--- src/rtl/hs_width_packer_pkg.sv ---
`default_nettype none
// +----------------------------------------------------------------------------+
// | Package  : hs_pkg                                                          |
// | Purpose  : Shared types, limits and helpers for the hs_width_packer block. |
// | Revision : 1.0                                                             |
// +----------------------------------------------------------------------------+
package hs_pkg;

  localparam int HS_MAX_RATIO = 16;

  // Packing phase decoded from the beat counter.
  typedef enum logic {
    PH_FILL = 1'b0,
    PH_LAST = 1'b1
  } hs_phase_e;

  function automatic int hs_cnt_width(input int ratio);
    int w;
    w = $clog2(ratio);
    return (w < 1) ? 1 : w;
  endfunction

endpackage
`default_nettype wire

--- src/rtl/hs_width_packer.sv ---
`default_nettype none
// +----------------------------------------------------------------------------+
// | Module   : hs_width_packer                                                 |
// | Purpose  : Valid/ready width upsizer; packs RATIO narrow beats little-     |
// |            endian into one wide word. Define HS_WIDTH_PACKER_LAST_EN to    |
// |            add in_last/out_last/out_keep early word termination.           |
// | Revision : 1.0                                                             |
// +----------------------------------------------------------------------------+
module hs_width_packer
  import hs_pkg::*;
#(
  parameter int DATA_WIDTH = 8,
  parameter int RATIO      = 4,
  parameter int OUT_WIDTH  = DATA_WIDTH * RATIO
) (
  input  logic                  clk,
  input  logic                  rst,
  input  logic [DATA_WIDTH-1:0] in_data,
  input  logic                  in_valid,
  output logic                  in_ready,
`ifdef HS_WIDTH_PACKER_LAST_EN
  input  logic                  in_last,
  output logic                  out_last,
  output logic [RATIO-1:0]      out_keep,
`endif
  output logic [OUT_WIDTH-1:0]  out_data,
  output logic                  out_valid,
  input  logic                  out_ready
);

  localparam int                CNT_W    = hs_cnt_width(RATIO);
  localparam int                ACC_W    = (RATIO - 1) * DATA_WIDTH;
  localparam logic [CNT_W-1:0]  CNT_LAST = CNT_W'(RATIO - 1);

  generate
    if ((RATIO < 2) || (RATIO > HS_MAX_RATIO)) begin : g_bad_ratio
      $error("hs_width_packer: RATIO must be in 2..%0d", HS_MAX_RATIO);
    end
    if (OUT_WIDTH != DATA_WIDTH * RATIO) begin : g_bad_out_width
      $error("hs_width_packer: OUT_WIDTH must equal DATA_WIDTH*RATIO");
    end
  endgenerate

  logic [CNT_W-1:0]     cnt;
  logic [ACC_W-1:0]     acc;
  hs_phase_e            phase;
  logic                 close_beat;
  logic                 in_fire;
  logic [OUT_WIDTH-1:0] word_next;

  assign phase = (cnt == CNT_LAST) ? PH_LAST : PH_FILL;

`ifdef HS_WIDTH_PACKER_LAST_EN
  logic [RATIO-1:0] keep_next;

  // An early-closing beat needs the output register just like a final beat,
  // so in_ready looks at in_last (beat sideband), never at in_valid.
  assign close_beat = (phase == PH_LAST) | in_last;

  always_comb begin
    word_next = '0;
    keep_next = '0;
    for (int k = 0; k < RATIO - 1; k++) begin
      if (k < int'(cnt))
        word_next[k*DATA_WIDTH +: DATA_WIDTH] = acc[k*DATA_WIDTH +: DATA_WIDTH];
    end
    for (int k = 0; k < RATIO; k++) begin
      if (k == int'(cnt))
        word_next[k*DATA_WIDTH +: DATA_WIDTH] = in_data;
      keep_next[k] = (k <= int'(cnt));
    end
  end
`else
  assign close_beat = (phase == PH_LAST);
  assign word_next  = {in_data, acc};
`endif

  // Partial beats always flow; only a word-closing beat waits for a free output.
  assign in_ready = rst & (~close_beat | ~out_valid | out_ready);
  assign in_fire  = in_valid & in_ready;

  always_ff @(posedge clk or negedge rst) begin
    if (!rst) begin
      cnt       <= '0;
      acc       <= '0;
      out_data  <= '0;
      out_valid <= 1'b0;
`ifdef HS_WIDTH_PACKER_LAST_EN
      out_keep  <= '0;
      out_last  <= 1'b0;
`endif
    end else begin
      if (out_valid && out_ready)
        out_valid <= 1'b0;
      if (in_fire) begin
        if (close_beat) begin
          // acc keeps stale bits; the next word overwrites every slice it uses.
          out_data  <= word_next;
          out_valid <= 1'b1;
          cnt       <= '0;
`ifdef HS_WIDTH_PACKER_LAST_EN
          out_keep  <= keep_next;
          out_last  <= in_last;
`endif
        end else begin
          acc[int'(cnt)*DATA_WIDTH +: DATA_WIDTH] <= in_data;
          cnt <= cnt + CNT_W'(1);
        end
      end
    end
  end

endmodule
`default_nettype wire

--- config.mk ---
export PLATFORM = sky130hd
export DESIGN_NAME = hs_width_packer
export DESIGN_NICKNAME = d
export VERILOG_FILES = /design/src/rtl/hs_width_packer_pkg.sv /design/src/rtl/hs_width_packer.sv
export SDC_FILE = /design/constraint.sdc
export NUM_CORES = 1
export LEC_CHECK = 0
export BUFFER_PORTS_ARGS = -buffer_cell sky130_fd_sc_hd__buf_2
export CAP_MARGIN = 5
export CORE_MARGIN = 2
export CORE_UTILIZATION = 28
export CTS_CLUSTER_DIAMETER = 50
export DETAILED_ROUTE_END_ITERATION = 8
export HOLD_SLACK_MARGIN = 0.08
export PLACE_DENSITY = 0.48
export SYNTH_ARGS = -nofsm -noshare
export SYNTH_HDL_FRONTEND = slang
export SYNTH_SLANG_ARGS = --single-unit
--- constraint.sdc ---
create_clock -name clk -period 2.5 [get_ports clk]
set_input_delay 0.125 -clock clk [delete_from_list [all_inputs] [get_ports clk]]
set_output_delay 0.125 -clock clk [all_outputs]
set_load 0.005 [all_outputs]
==> impl_table.tex, run 1 <==
\begin{tabular}{lr}
\hline
Metric & Value \\
\hline
\multicolumn{2}{l}{\textbf{Status}} \\
Result of the run & finished, final reports clean \\
\multicolumn{2}{l}{\textbf{Synth}} \\
Leading cell type by number of instances after synthesis & sky130\_fd\_sc\_hd\_\_dfrtp\_1 \\
Synth Instances & 175 \\
Share of flip-flops with an asynchronous set or reset after synthesis & 100\% \\
Distinct cells, synth & 21 \\
Top post-synthesis cells by area & sky130\_fd\_sc\_hd\_\_dfrtp\_1 (62\%), sky130\_fd\_sc\_hd\_\_mux2\_2 (13\%), sky130\_fd\_sc\_hd\_\_nand2\_1 (5.2\%) \\
Synthesized cell area & 0.00237 mm2 \\
Number of warnings issued by yosys & 0 \\
Most frequent cells after synthesis & sky130\_fd\_sc\_hd\_\_dfrtp\_1 (59), sky130\_fd\_sc\_hd\_\_nand2\_1 (33), sky130\_fd\_sc\_hd\_\_mux2\_2 (27), sky130\_fd\_sc\_hd\_\_o21ai\_0 (17), sky130\_fd\_sc\_hd\_\_a22o\_1 (8) \\
Area share of the largest cell type after synthesis & 62.3\% \\
Library cell occupying the most area in the post-synthesis netlist & sky130\_fd\_sc\_hd\_\_dfrtp\_1 \\
Most used flip-flop cell after synthesis & sky130\_fd\_sc\_hd\_\_dfrtp\_1 \\
Mean area per synthesized cell & 13.5 um2 \\
Sequential-to-total area share from yosys stat & 62.3\% \\
Post-Synthesis Net Count & 192 \\
Number of synthesized register bits & 59 \\
Number of flops mapped to enable cells by yosys & 0 \\
\multicolumn{2}{l}{\textbf{Clock tree}} \\
TritonCTS clock tree & yes \\
Htree depth & 3 \\
Maximum root-to-sink buffer count & 2 \\
Clock tree root buffer cell & sky130\_fd\_sc\_hd\_\_clkbuf\_8 \\
Clk Latency, worst-skew pair & 0.34 ns \\
Number of gates resized after cts & 0 \\
Reg clk slew, reported paths & 0.07 ns \\
Num Clock Sinks & 59 \\
TritonCTS Buffers & 9 \\
\multicolumn{2}{l}{\textbf{Floorplanning}} \\
Die area & 0.00921 mm2 \\
I/O pin count & 46 \\
Area inside the core boundary & 0.00822 mm2 \\
Core Rows & 33 \\
Horiz. Die Dim & 96.0 um \\
Starting density of the core & 28.8\% \\
Die Y & 96.0 um \\
\multicolumn{2}{l}{\textbf{Worst setup path}} \\
Count of cells along the worst register-to-register path & 5 \\
Worst Path Arrival & 1.92 ns \\
End of the worst register-to-register path & acc[23]\$\_DFFE\_PN0P\_ \\
Worst Setup End Kind & primary output \\
Required time reported for the critical path endpoint & 2.38 ns \\
Crit start category & input pin \\
Critical setup path kind & in -> out \\
Worst flop-to-flop path startpoint & cnt[0]\$\_DFFE\_PN0N\_ \\
Minimum setup slack among reg-to-reg paths & 0.63 ns \\
Largest fanout of any net on the critical path & 58 \\
\multicolumn{2}{l}{\textbf{Power and ir drop}} \\
Total leakage power & 1.51 nW \\
Relative contribution of combinational cells to total power & 25.0\% \\
Internal Pwr Total & 2.44 mW \\
Proportion of total power due to net switching & 28.8\% \\
Net Sw Power & 0.986 mW \\
Clock network fraction of total power & 30.6\% \\
Proportion of power drawn by flip-flops and latches & 44.4\% \\
IR drop worst, VDD & 0.305 mV \\
Areal power density over the cells & 1140 mW/mm2 \\
\multicolumn{2}{l}{\textbf{Hold path}} \\
Worst hold endpoint & acc[19]\$\_DFFE\_PN0P\_ \\
Worst Hold Launch & in\_data[3] \\
Path class of the lowest-slack min-delay path & in -> reg \\
Instance count along the most critical hold path & 3 \\
\multicolumn{2}{l}{\textbf{Placed design}} \\
Placed instance count & 323 \\
Hpwl dp & 3410 um \\
Final weighted congestion in routability-driven placement & 0.747 \\
Port Buffers & 45 \\
\multicolumn{2}{l}{\textbf{Route}} \\
Post-route ant nets & 0 \\
Vias post-DR & 1544 \\
Pre-antenna DRT Iters & 2 \\
Routed wire length & 4970 um \\
WL per Instance & 14.4 um \\
Number of violations reported at the end of detailed-routing iteration 0 & 60 \\
Number of remaining DRC errors & 0 \\
Vias per cell & 4.46 \\
\multicolumn{2}{l}{\textbf{Flow run}} \\
Count of max-cap constraint violations & 0 \\
\multicolumn{2}{l}{\textbf{Global routing}} \\
Global-route total usage across every layer & 12.2\% \\
Maximum number of pins on one net before global-route repair & 59 \\
Global route total overflow & 0 \\
Vias in the first global route & 1511 \\
Global-route wire length before repair & 8070 um \\
Number of antenna violations at the first check in global routing & 0 \\
\multicolumn{2}{l}{\textbf{STA}} \\
Final count of negative-setup-slack endpoints & 0 \\
Post-route clock skew & 0.00631 ns \\
Final number of hold-violating endpoints & 0 \\
Final period demand of the worst path & 2.05 ns \\
Fin. max-slew vios & 0 \\
Worst slew margin relative to its limit & 51.6\% \\
TNS Setup & 0 ns \\
Final clock period utilization by the worst path & 81.8\% \\
RSZ-0062 raised after global routing & false \\
Slew at the pin with the worst max-slew slack & 0.726 ns \\
Highest attainable clock frequency & 489 MHz \\
\multicolumn{2}{l}{\textbf{Final layout}} \\
Final-stage net count & 253 \\
Area overhead of the layout relative to synthesis & 27.4\% \\
Sequential standard cell area & 0.00148 mm2 \\
Non-Filler Instances & 346 \\
Layout cells sized above 1 & 40.7\% \\
Area of the multi-input gates & 843 um2 \\
Number of inserted diodes & 0 \\
Number of filler cells placed in the layout & 828 \\
\hline
\end{tabular}
[routing by layer]
| metal | global-route usage, % | vias up | share of wire, % |
|---|---|---|---|
| met4 | 7.14 | 0 | 2.7 |
| met5 | 0 | - | 0 |
| met3 | 3.05 | 10 | 4.5 |
| li1 | - | 731 | - |
| met2 | 17.1 | 34 | 43 |
| met1 | 16.9 | 769 | 49 |
[power by group through the flow]
stage	logic, mW	clock network (mW)	registers (mW)
after floorplan	0.514	0	1.52
after global placement	0.856	0	1.54
after detailed placement	0.867	0	1.55
after CTS	0.880	1.08	1.53
after global routing	0.980	1.12	1.58
final	0.856	1.05	1.52
[worst max-delay path by stage]
stage | cells after the start | from | slack (ns) | endpoint
CTS | 5 | rst | 0.38 | in_ready
detailed placement | 5 | cnt[0]$_DFFE_PN0N_ | 0.62 | acc[20]$_DFFE_PN0P_
floorplan | 4 | cnt[0]$_DFFE_PN0N_ | 0.85 | out_data[31]$_DFFE_PN0P_
global route | 5 | rst | 0.27 | in_ready
global placement | 5 | cnt[0]$_DFFE_PN0N_ | 0.64 | acc[23]$_DFFE_PN0P_
finish | 5 | rst | 0.45 | in_ready
[sequential cells by signal, summed over array words and instances, names as in the netlist]
| register | flops |
|---|---|
| acc | 24 |
| out_data | 32 |
| out_valid | 1 |
| cnt | 2 |
[worst max-delay path, cell delays in order]
cell                            delay (ns)
sky130_fd_sc_hd__dlygate4sd3_1        0.55
sky130_fd_sc_hd__buf_2                0.21
sky130_fd_sc_hd__buf_4                0.62
sky130_fd_sc_hd__a21boi_0             0.26
sky130_fd_sc_hd__buf_2                0.14
[layout by cell type (no fill, tap or decap)]
| master | instances |
|---|---|
| sky130_fd_sc_hd__dfrtp_1 | 59 |
| sky130_fd_sc_hd__buf_2 | 45 |
| sky130_fd_sc_hd__nand2_1 | 33 |
| sky130_fd_sc_hd__mux2_2 | 27 |
| sky130_fd_sc_hd__o21ai_0 | 17 |
| sky130_fd_sc_hd__clkbuf_8 | 9 |
| sky130_fd_sc_hd__a22o_1 | 8 |
| sky130_fd_sc_hd__dlygate4sd3_1 | 7 |
| sky130_fd_sc_hd__mux2_1 | 6 |
| sky130_fd_sc_hd__ha_1 | 5 |
| sky130_fd_sc_hd__bufinv_16 | 3 |
| sky130_fd_sc_hd__buf_4 | 3 |
| sky130_fd_sc_hd__inv_1 | 2 |
| sky130_fd_sc_hd__nand4b_1 | 2 |
| sky130_fd_sc_hd__nor3b_2 | 2 |
| sky130_fd_sc_hd__clkinv_2 | 2 |
| sky130_fd_sc_hd__nor2b_1 | 1 |
| sky130_fd_sc_hd__a21boi_0 | 1 |
| sky130_fd_sc_hd__nand2_2 | 1 |
| sky130_fd_sc_hd__nor3b_4 | 1 |
| sky130_fd_sc_hd__or2_2 | 1 |
| sky130_fd_sc_hd__a21oi_1 | 1 |
| sky130_fd_sc_hd__or3_1 | 1 |
| sky130_fd_sc_hd__nand4b_2 | 1 |
| sky130_fd_sc_hd__nor3_4 | 1 |
| sky130_fd_sc_hd__clkinv_4 | 1 |
| sky130_fd_sc_hd__clkinvlp_4 | 1 |
[logic make-up after synthesis]
| group | count (synthesis) | share of synthesized area, % |
|---|---|---|
| AND/OR/NAND/NOR | 44 | 10.2 |
| multiplexers | 33 | 15.7 |
| buffers and inverters | 7 | 2.06 |
| flip-flops | 59 | 62.3 |
| AO/OA/AOI/OAI | 27 | 7.08 |
| adder cells (fa/ha/maj) | 5 | 2.64 |
[layout make-up]
class	instances	share of cell area (%)
clock inverter	7	3.86
inverter	2	0.249
sequential	59	48.9
timing repair buffer	55	10.5
multi-input combinational	109	28.0
tap	105	4.36
clock buffer	9	4.11
[per-stage QoR]
stage | util (%) | instance area, um2 | hold slack [ns] | power (mW) | setup WS, ns
finish | 36.7 | 3020 | 0.0895 | 3.43 | 0.455
global route | 36.7 | 3020 | 0.0877 | 3.68 | 0.269
CTS | 36.7 | 3020 | 0.0820 | 3.49 | 0.377
detailed placement | 32.9 | 2710 | -0.0340 | 2.42 | 0.623
global placement | 32.9 | 2710 | -0.0389 | 2.40 | 0.636
floorplan | - | 2370 | -0.171 | 2.03 | 0.849
[what timing repair did]
item / 4_1_cts / 5_1_grt
buffers inserted: 0 / 0
endpoints found under the hold margin: 13 / 0
hold buffers: 7 / 0
No activity file was read; power rests on OpenSTA's default activity.
==> run 2, diff against run 1 <==
==> constraint.sdc (replaced) <==
create_clock -name clk -period 1.9 [get_ports clk]
set_input_delay 0.095 -clock clk [delete_from_list [all_inputs] [get_ports clk]]
set_output_delay 0.095 -clock clk [all_outputs]
set_load 0.005 [all_outputs]
==> run 2 against run 1 <==
Effect of this change: cell area up 1.3%; via count shrank 0.78%; hold slack improved by 0.093 ns; first-iteration DRC count grew 17%; utilization up 0.47 points; global-route usage down 0.15 points; clock skew is 0.0018 ns higher; sequential share of layout area decreased by 0.62 points; register-to-register slack got worse by 0.50 ns; largest cell class unchanged; critical path depth shrank 1; clock-buffer cell count rose by 4.
==> impl_table.tex, run 2 (synthesis gave the netlist of run 1 again) <==
\begin{tabular}{lr}
\hline
Metric & Value \\
\hline
\multicolumn{2}{l}{\textbf{Status}} \\
Result of the run & finished, final reports clean \\
\multicolumn{2}{l}{\textbf{Worst setup path}} \\
Startpoint of the worst setup timing path & cnt[0]\$\_DFFE\_PN0N\_ \\
Crit path buf inv count & 1 (-3) \\
Critical setup path kind & reg -> reg \\
Crit. path cell count & 4 (-1) \\
Worst Path Arrival & 1.97 ns (+0.05 ns) \\
Worst flop-to-flop path startpoint & cnt[0]\$\_DFFE\_PN0N\_ \\
Crit start category & flip-flop \\
Slowest cell on the critical path & sky130\_fd\_sc\_hd\_\_dfrtp\_1 \\
Largest fanout of any net on the critical path & 10 (-83\%) \\
Required time reported for the critical path endpoint & 2.11 ns (-0.27 ns) \\
Kind of cell with the highest combined delay on the critical path & flip-flops \\
Slowest cell delay on critical path & 0.48 ns (-0.14 ns) \\
Worst Setup End Kind & flip-flop \\
Count of cells along the worst register-to-register path & 4 (-1) \\
Cell chain of the critical path & ha\_1, nor3b\_4, buf\_4, mux2\_2 \\
\multicolumn{2}{l}{\textbf{Clock tree}} \\
Htree depth & 3 (unchanged) \\
Clk Latency, worst-skew pair & 0.33 ns (about the same) \\
TritonCTS Buffers & 9 (unchanged) \\
Clock tree root buffer cell & sky130\_fd\_sc\_hd\_\_clkbuf\_8 \\
Num Clock Sinks & 59 (unchanged) \\
TritonCTS clock tree & yes \\
Maximum root-to-sink buffer count & 2 (unchanged) \\
Reg clk slew, reported paths & 0.06 ns (about the same) \\
\multicolumn{2}{l}{\textbf{Global routing}} \\
Vias in the first global route & 1557 (+3.0\%) \\
Global route total overflow & 0 (unchanged) \\
Global-route total usage across every layer & 12.0\% (-0.15 points) \\
Number of antenna violations at the first check in global routing & 0 (unchanged) \\
Global-route wire length before repair & 7990 um (-0.94\%) \\
Maximum number of pins on one net before global-route repair & 56 (-5.1\%) \\
\multicolumn{2}{l}{\textbf{Power and ir drop}} \\
Internal Pwr Total & 3.16 mW (+29\%) \\
Proportion of power drawn by flip-flops and latches & 45.6\% (+1.2 points) \\
IR drop worst, VDD & 0.479 mV (+57\%) \\
Total leakage power & 1.53 nW (+1.3\%) \\
Proportion of total power due to net switching & 28.4\% (-0.40 points) \\
Net Sw Power & 1.25 mW (+27\%) \\
Clock network fraction of total power & 27.7\% (-2.9 points) \\
Areal power density over the cells & 1440 mW/mm2 (+27\%) \\
Relative contribution of combinational cells to total power & 26.7\% (+1.7 points) \\
\multicolumn{2}{l}{\textbf{STA}} \\
Slew at the pin with the worst max-slew slack & 0.675 ns (-0.0511 ns) \\
Fin. max-slew vios & 0 (unchanged) \\
Worst slew margin relative to its limit & 55.0\% (+3.4 points) \\
Final count of negative-setup-slack endpoints & 0 (unchanged) \\
RSZ-0062 raised after global routing & false \\
Highest attainable clock frequency & 566 MHz \\
Final number of hold-violating endpoints & 0 (unchanged) \\
Final clock period utilization by the worst path & 93.0\% \\
Final period demand of the worst path & 1.77 ns \\
TNS Setup & 0 ns (unchanged) \\
Post-route clock skew & 0.00814 ns (+0.00183 ns) \\
\multicolumn{2}{l}{\textbf{Placed design}} \\
Hpwl dp & 3490 um (+2.3\%) \\
Final weighted congestion in routability-driven placement & 0.725 (-2.9\%) \\
Placed instance count & 328 (+1.5\%) \\
Port Buffers & 45 (unchanged) \\
\multicolumn{2}{l}{\textbf{Flow run}} \\
Count of max-cap constraint violations & 0 (unchanged) \\
\multicolumn{2}{l}{\textbf{Route}} \\
Uppermost metal layer occupied by signal nets & met4 \\
Routed wire length & 4930 um (-0.88\%) \\
DR WL met2 & 2240 um (+3.5\%) \\
Pre-antenna DRT Iters & 4 (+2) \\
Number of violations reported at the end of detailed-routing iteration 0 & 70 (+17\%) \\
Routed met1 length & 2360 um (-3.5\%) \\
Vias per cell & 4.35 (-2.5\%) \\
WL per Instance & 14.0 um (-2.6\%) \\
Number of remaining DRC errors & 0 (unchanged) \\
Post-route ant nets & 0 (unchanged) \\
Detailed-routed wire length on met3 & 201 um (-11\%) \\
Vias post-DR & 1532 (-0.78\%) \\
\multicolumn{2}{l}{\textbf{Floorplanning}} \\
Die Y & 96.0 um (unchanged) \\
Core Rows & 33 (unchanged) \\
Die area & 0.00921 mm2 (unchanged) \\
Starting density of the core & 28.8\% (unchanged) \\
Area inside the core boundary & 0.00822 mm2 (unchanged) \\
Horiz. Die Dim & 96.0 um (unchanged) \\
I/O pin count & 46 (unchanged) \\
\multicolumn{2}{l}{\textbf{Final layout}} \\
Area overhead of the layout relative to synthesis & 29.0\% \\
Non-Filler Instances & 352 (+1.7\%) \\
Most used cells in the layout excluding fill and tap cells & sky130\_fd\_sc\_hd\_\_dfrtp\_1 (59), sky130\_fd\_sc\_hd\_\_buf\_2 (45), sky130\_fd\_sc\_hd\_\_nand2\_1 (33) \\
Number of inserted diodes & 0 (unchanged) \\
Layout cells sized above 1 & 40.1\% (-0.58 points) \\
Largest registers & out\_data x32, acc x24, cnt x2 \\
Most common cell after layout, fill and taps aside & sky130\_fd\_sc\_hd\_\_dfrtp\_1 \\
Register containing the most flip-flops in the final layout & out\_data \\
Flip-flop count of the largest register, all copies and words added & 32 (unchanged) \\
Final-stage net count & 260 (+2.8\%) \\
\multicolumn{2}{l}{\textbf{Hold path}} \\
Path class of the lowest-slack min-delay path & in -> async \\
\hline
\end{tabular}
run 2: cell types whose count changed in the layout (fill, tap and decap cells not counted):
| cell | delta |
|---|---|
| sky130_fd_sc_hd__clkbuf_1 | +3 |
| sky130_fd_sc_hd__clkbuf_8 | +1 |
| sky130_fd_sc_hd__bufinv_16 | -1 |
| sky130_fd_sc_hd__dlygate4sd3_1 | +2 |
| sky130_fd_sc_hd__clkinvlp_4 | -1 |
| sky130_fd_sc_hd__buf_4 | +4 |
| sky130_fd_sc_hd__clkinv_2 | -2 |
| sky130_fd_sc_hd__buf_12 | +1 |
| sky130_fd_sc_hd__clkinv_4 | -1 |
run 2: path summary, 6_finish.rpt:
check / end / slack [ns]
worst max-delay path: out_data[7]$_DFFE_PN0P_ / 0.13
worst min-delay path: out_data[23]$_DFFE_PN0P_ / 0.18
worst max register to register: out_data[7]$_DFFE_PN0P_ / 0.13
worst min register to register: acc[6]$_DFFE_PN0P_ / 0.48
max in group asynchronous: out_data[3]$_DFFE_PN0P_ / 0.76
min in group clk: cnt[0]$_DFFE_PN0N_ / 0.24
run 2: cell type report:
cell class	count	area (um2)
Clock inverter	2	60.1
Sequential cell	59	1480
Multi-Input combinational cell	109	843
Fill cell	802	5160
Timing Repair Buffer	62	388
Tap cell	105	131
Clock buffer	13	149
Inverter	2	7.51
run 2: timing repair:
item,4_1_cts,5_1_grt
resized for setup,0,0
buffers inserted,0,0
hold endpoints to repair,36,0
hold buffers,9,0
run 2: routing by layer:
layer / global-route usage (%) / vias to the layer above
met3: 3.37 / 9
met2: 17.5 / 36
met4: 6.79 / 0
met1: 16.0 / 741
li1: - / 746
met5: 0 / -
run 2: worst reg2reg max path, cell delays in order (launching register included):
cell and delay [ns]:
sky130_fd_sc_hd__dfrtp_1 0.48, sky130_fd_sc_hd__ha_1 0.30, sky130_fd_sc_hd__nor3b_4 0.28, sky130_fd_sc_hd__buf_4 0.24
sky130_fd_sc_hd__mux2_2 0.35
run 2: per-stage QoR:
step	utilization (%)	power (mW)	setup slack (ns)	area, um2	hold WS (ns)
after global routing	37.2	4.77	0.0364	3060	0.173
after global placement	33.5	3.21	0.212	2760	-0.0261
after detailed placement	33.5	3.24	0.134	2760	-0.0265
after floorplan	-	2.67	0.249	2370	-0.201
after CTS	37.2	4.50	0.128	3060	0.174
final	37.2	4.41	0.134	3060	0.183
run 2: power groups by stage:
stage	registers, mW	logic (mW)	clock network, mW
after detailed placement	2.05	1.19	0
after global routing	2.09	1.35	1.32
final	2.01	1.18	1.22
after CTS	2.03	1.21	1.26
after global placement	2.04	1.17	0
after floorplan	2.00	0.677	0
==> run 3, diff against run 2 <==
--- a/config.mk
+++ b/config.mk
@@ -8,11 +8,11 @@
 export BUFFER_PORTS_ARGS = -buffer_cell sky130_fd_sc_hd__buf_2
 export CAP_MARGIN = 5
 export CORE_MARGIN = 2
-export CORE_UTILIZATION = 28
+export CORE_UTILIZATION = 54
 export CTS_CLUSTER_DIAMETER = 50
 export DETAILED_ROUTE_END_ITERATION = 8
 export HOLD_SLACK_MARGIN = 0.08
-export PLACE_DENSITY = 0.48
+export PLACE_DENSITY = 0.8
 export SYNTH_ARGS = -nofsm -noshare
 export SYNTH_HDL_FRONTEND = slang
 export SYNTH_SLANG_ARGS = --single-unit
==> run 3 against run 2 <==
Effect of this change: total power down 2.6%; hold slack lost 0.022 ns; clock skew hardly changed; combinational power barely moved; worst setup slack gained 0.056 ns; fmax increased by 3.3%; non-clock buffer count unchanged; register-to-register slack improved by 0.06 ns; clock power is 9.8% lower; utilization grew 32 points; critical endpoint is now out_data[10]$_DFFE_PN0P_; largest power group unchanged.
==> impl_table.tex, run 3 (synthesis gave the netlist of run 1 again) <==
\begin{tabular}{lr}
\hline
Metric & Value \\
\hline
\multicolumn{2}{l}{\textbf{Status}} \\
Result of the run & finished, final reports clean \\
\multicolumn{2}{l}{\textbf{Placed design}} \\
Hpwl dp & 3100 um (-11\%) \\
Port Buffers & 45 (unchanged) \\
Final weighted congestion in routability-driven placement & 0.815 (+12\%) \\
Post-place setup slack & 0.181 ns (+0.0465 ns) \\
\multicolumn{2}{l}{\textbf{Final layout}} \\
Final core utilization & 69.2\% (+32 points) \\
Flip-flop count of the largest register, all copies and words added & 32 (unchanged) \\
Final-stage net count & 260 (unchanged) \\
Layout cells sized above 1 & 41.5\% (+1.5 points) \\
Most common cell after layout, fill and taps aside & sky130\_fd\_sc\_hd\_\_dfrtp\_1 \\
Register containing the most flip-flops in the final layout & out\_data \\
Largest registers & out\_data x32, acc x24, cnt x2 \\
Most used cells in the layout excluding fill and tap cells & sky130\_fd\_sc\_hd\_\_dfrtp\_1 (59), sky130\_fd\_sc\_hd\_\_buf\_2 (45), sky130\_fd\_sc\_hd\_\_nand2\_1 (33) \\
Area overhead of the layout relative to synthesis & 25.5\% \\
Number of inserted diodes & 0 (unchanged) \\
\multicolumn{2}{l}{\textbf{Clock tree}} \\
Clock tree root buffer cell & sky130\_fd\_sc\_hd\_\_clkbuf\_8 \\
Reg clk slew, reported paths & 0.06 ns (about the same) \\
Cts hold-fix bufs & 9 (unchanged) \\
Number of setup buffers added after CTS & 0 (unchanged) \\
Num Clock Sinks & 59 (unchanged) \\
Maximum root-to-sink buffer count & 2 (unchanged) \\
Number of gates resized after cts & 0 (unchanged) \\
TritonCTS clock tree & yes \\
Htree depth & 3 (unchanged) \\
Clk Latency, worst-skew pair & 0.35 ns (+0.02 ns) \\
TritonCTS Buffers & 9 (unchanged) \\
\multicolumn{2}{l}{\textbf{STA}} \\
Post-route clock skew & 0.00846 ns (+0.000323 ns) \\
Slew at the pin with the worst max-slew slack & 0.660 ns (-0.0153 ns) \\
Final count of negative-setup-slack endpoints & 0 (unchanged) \\
Final period demand of the worst path & 1.71 ns (-0.0558 ns) \\
Setup ws final & 0.189 ns (+0.0558 ns) \\
Worst slew margin relative to its limit & 56.0\% (+1.0 points) \\
Final number of hold-violating endpoints & 0 (unchanged) \\
Final clock period utilization by the worst path & 90.0\% (-2.9 points) \\
Minimum hold slack & 0.161 ns (-0.0223 ns) \\
Highest attainable clock frequency & 585 MHz (+3.3\%) \\
RSZ-0062 raised after global routing & false \\
TNS Setup & 0 ns (unchanged) \\
Fin. max-slew vios & 0 (unchanged) \\
\multicolumn{2}{l}{\textbf{Route}} \\
WL per Instance & 15.2 um (+8.6\%) \\
Post-route ant nets & 0 (unchanged) \\
Vias post-DR & 1574 (+2.7\%) \\
Vias per cell & 5.25 (+21\%) \\
Number of violations reported at the end of detailed-routing iteration 0 & 112 (+60\%) \\
Routed wire length & 4560 um (-7.4\%) \\
Number of remaining DRC errors & 0 (unchanged) \\
Pre-antenna DRT Iters & 4 (unchanged) \\
\multicolumn{2}{l}{\textbf{Worst setup path}} \\
Largest fanout of any net on the critical path & 27 (+17) \\
Worst Setup End Kind & flip-flop \\
Minimum setup slack among reg-to-reg paths & 0.19 ns (+0.06 ns) \\
Worst Path Arrival & 1.94 ns (-0.03 ns) \\
Required time reported for the critical path endpoint & 2.13 ns (+0.02 ns) \\
Critical setup path kind & reg -> reg \\
Crit start category & flip-flop \\
\multicolumn{2}{l}{\textbf{Global routing}} \\
Maximum number of pins on one net before global-route repair & 57 (+1.8\%) \\
Vias in the first global route & 1591 (+2.2\%) \\
Global route total overflow & 0 (unchanged) \\
Global-route total usage across every layer & 20.2\% (+8.2 points) \\
Number of antenna violations at the first check in global routing & 0 (unchanged) \\
Global-route wire length before repair & 7540 um (-5.6\%) \\
\multicolumn{2}{l}{\textbf{Floorplanning}} \\
Die area & 0.00493 mm2 (-46\%) \\
I/O pin count & 46 (unchanged) \\
Area inside the core boundary & 0.00429 mm2 (-48\%) \\
Horiz. Die Dim & 70.2 um (-27\%) \\
Die Y & 70.2 um (-27\%) \\
Core Rows & 24 (-27\%) \\
Starting density of the core & 55.2\% (+26 points) \\
\multicolumn{2}{l}{\textbf{Hold path}} \\
Path class of the lowest-slack min-delay path & in -> async \\
\multicolumn{2}{l}{\textbf{Power and ir drop}} \\
Areal power density over the cells & 1450 mW/mm2 (+0.16\%) \\
Total leakage power & 1.52 nW (-0.57\%) \\
IR drop worst, VDD & 0.779 mV (+62\%) \\
Design Power & 4.30 mW (-2.6\%) \\
\multicolumn{2}{l}{\textbf{Flow run}} \\
Count of max-cap constraint violations & 0 (unchanged) \\
\hline
\end{tabular}
run 3: final timing paths:
kind	start	cells after the start	to
max reg2reg	cnt[0]$_DFFE_PN0N_	4	out_data[10]$_DFFE_PN0P_
max in group asynchronous	rst	3	out_data[9]$_DFFE_PN0P_
min	rst	2	cnt[1]$_DFFE_PN0N_
max	cnt[0]$_DFFE_PN0N_	4	out_data[10]$_DFFE_PN0P_
min in group clk	in_valid	4	cnt[0]$_DFFE_PN0N_
min reg2reg	acc[0]$_DFFE_PN0P_	2	acc[0]$_DFFE_PN0P_
run 3: worst max-delay path: stages, from the launching register on:
cell and delay, ns:
sky130_fd_sc_hd__dfrtp_1 0.47, sky130_fd_sc_hd__ha_1 0.29, sky130_fd_sc_hd__nor3b_4 0.26, sky130_fd_sc_hd__buf_12 0.22, sky130_fd_sc_hd__mux2_2 0.35
run 3: power by group:
part           internal, mW  total [mW]  switching [mW]
sequential             1.74        2.01           0.267
combinational         0.649        1.19           0.539
clock                 0.599        1.10           0.504
run 3: metrics by stage:
stage                     cells  area, um2
after floorplan             175       2370
after global placement      275       2690
after detailed placement    275       2690
after CTS                   300       2970
after global routing        300       2970
final                       300       2970
run 3: per-layer routing:
| metal | share of wire (%) | global-route usage, % | vias to the layer above |
|---|---|---|---|
| li1 | - | - | 743 |
| met3 | 4.2 | 5.19 | 9 |
| met4 | 1.6 | 8.33 | 0 |
| met5 | 0 | 0 | - |
| met2 | 50 | 32.0 | 29 |
| met1 | 44 | 26.7 | 793 |
run 3: area by class of cell:
| cell class | instances | area [um2] |
|---|---|---|
| Sequential cell | 59 | 1480 |
| Fill cell | 301 | 1320 |
| Multi-Input combinational cell | 109 | 843 |
| Timing Repair Buffer | 62 | 388 |
| Clock buffer | 9 | 124 |
| Clock inverter | 7 | 68.8 |
| Tap cell | 52 | 65.1 |
| Inverter | 2 | 7.51 |
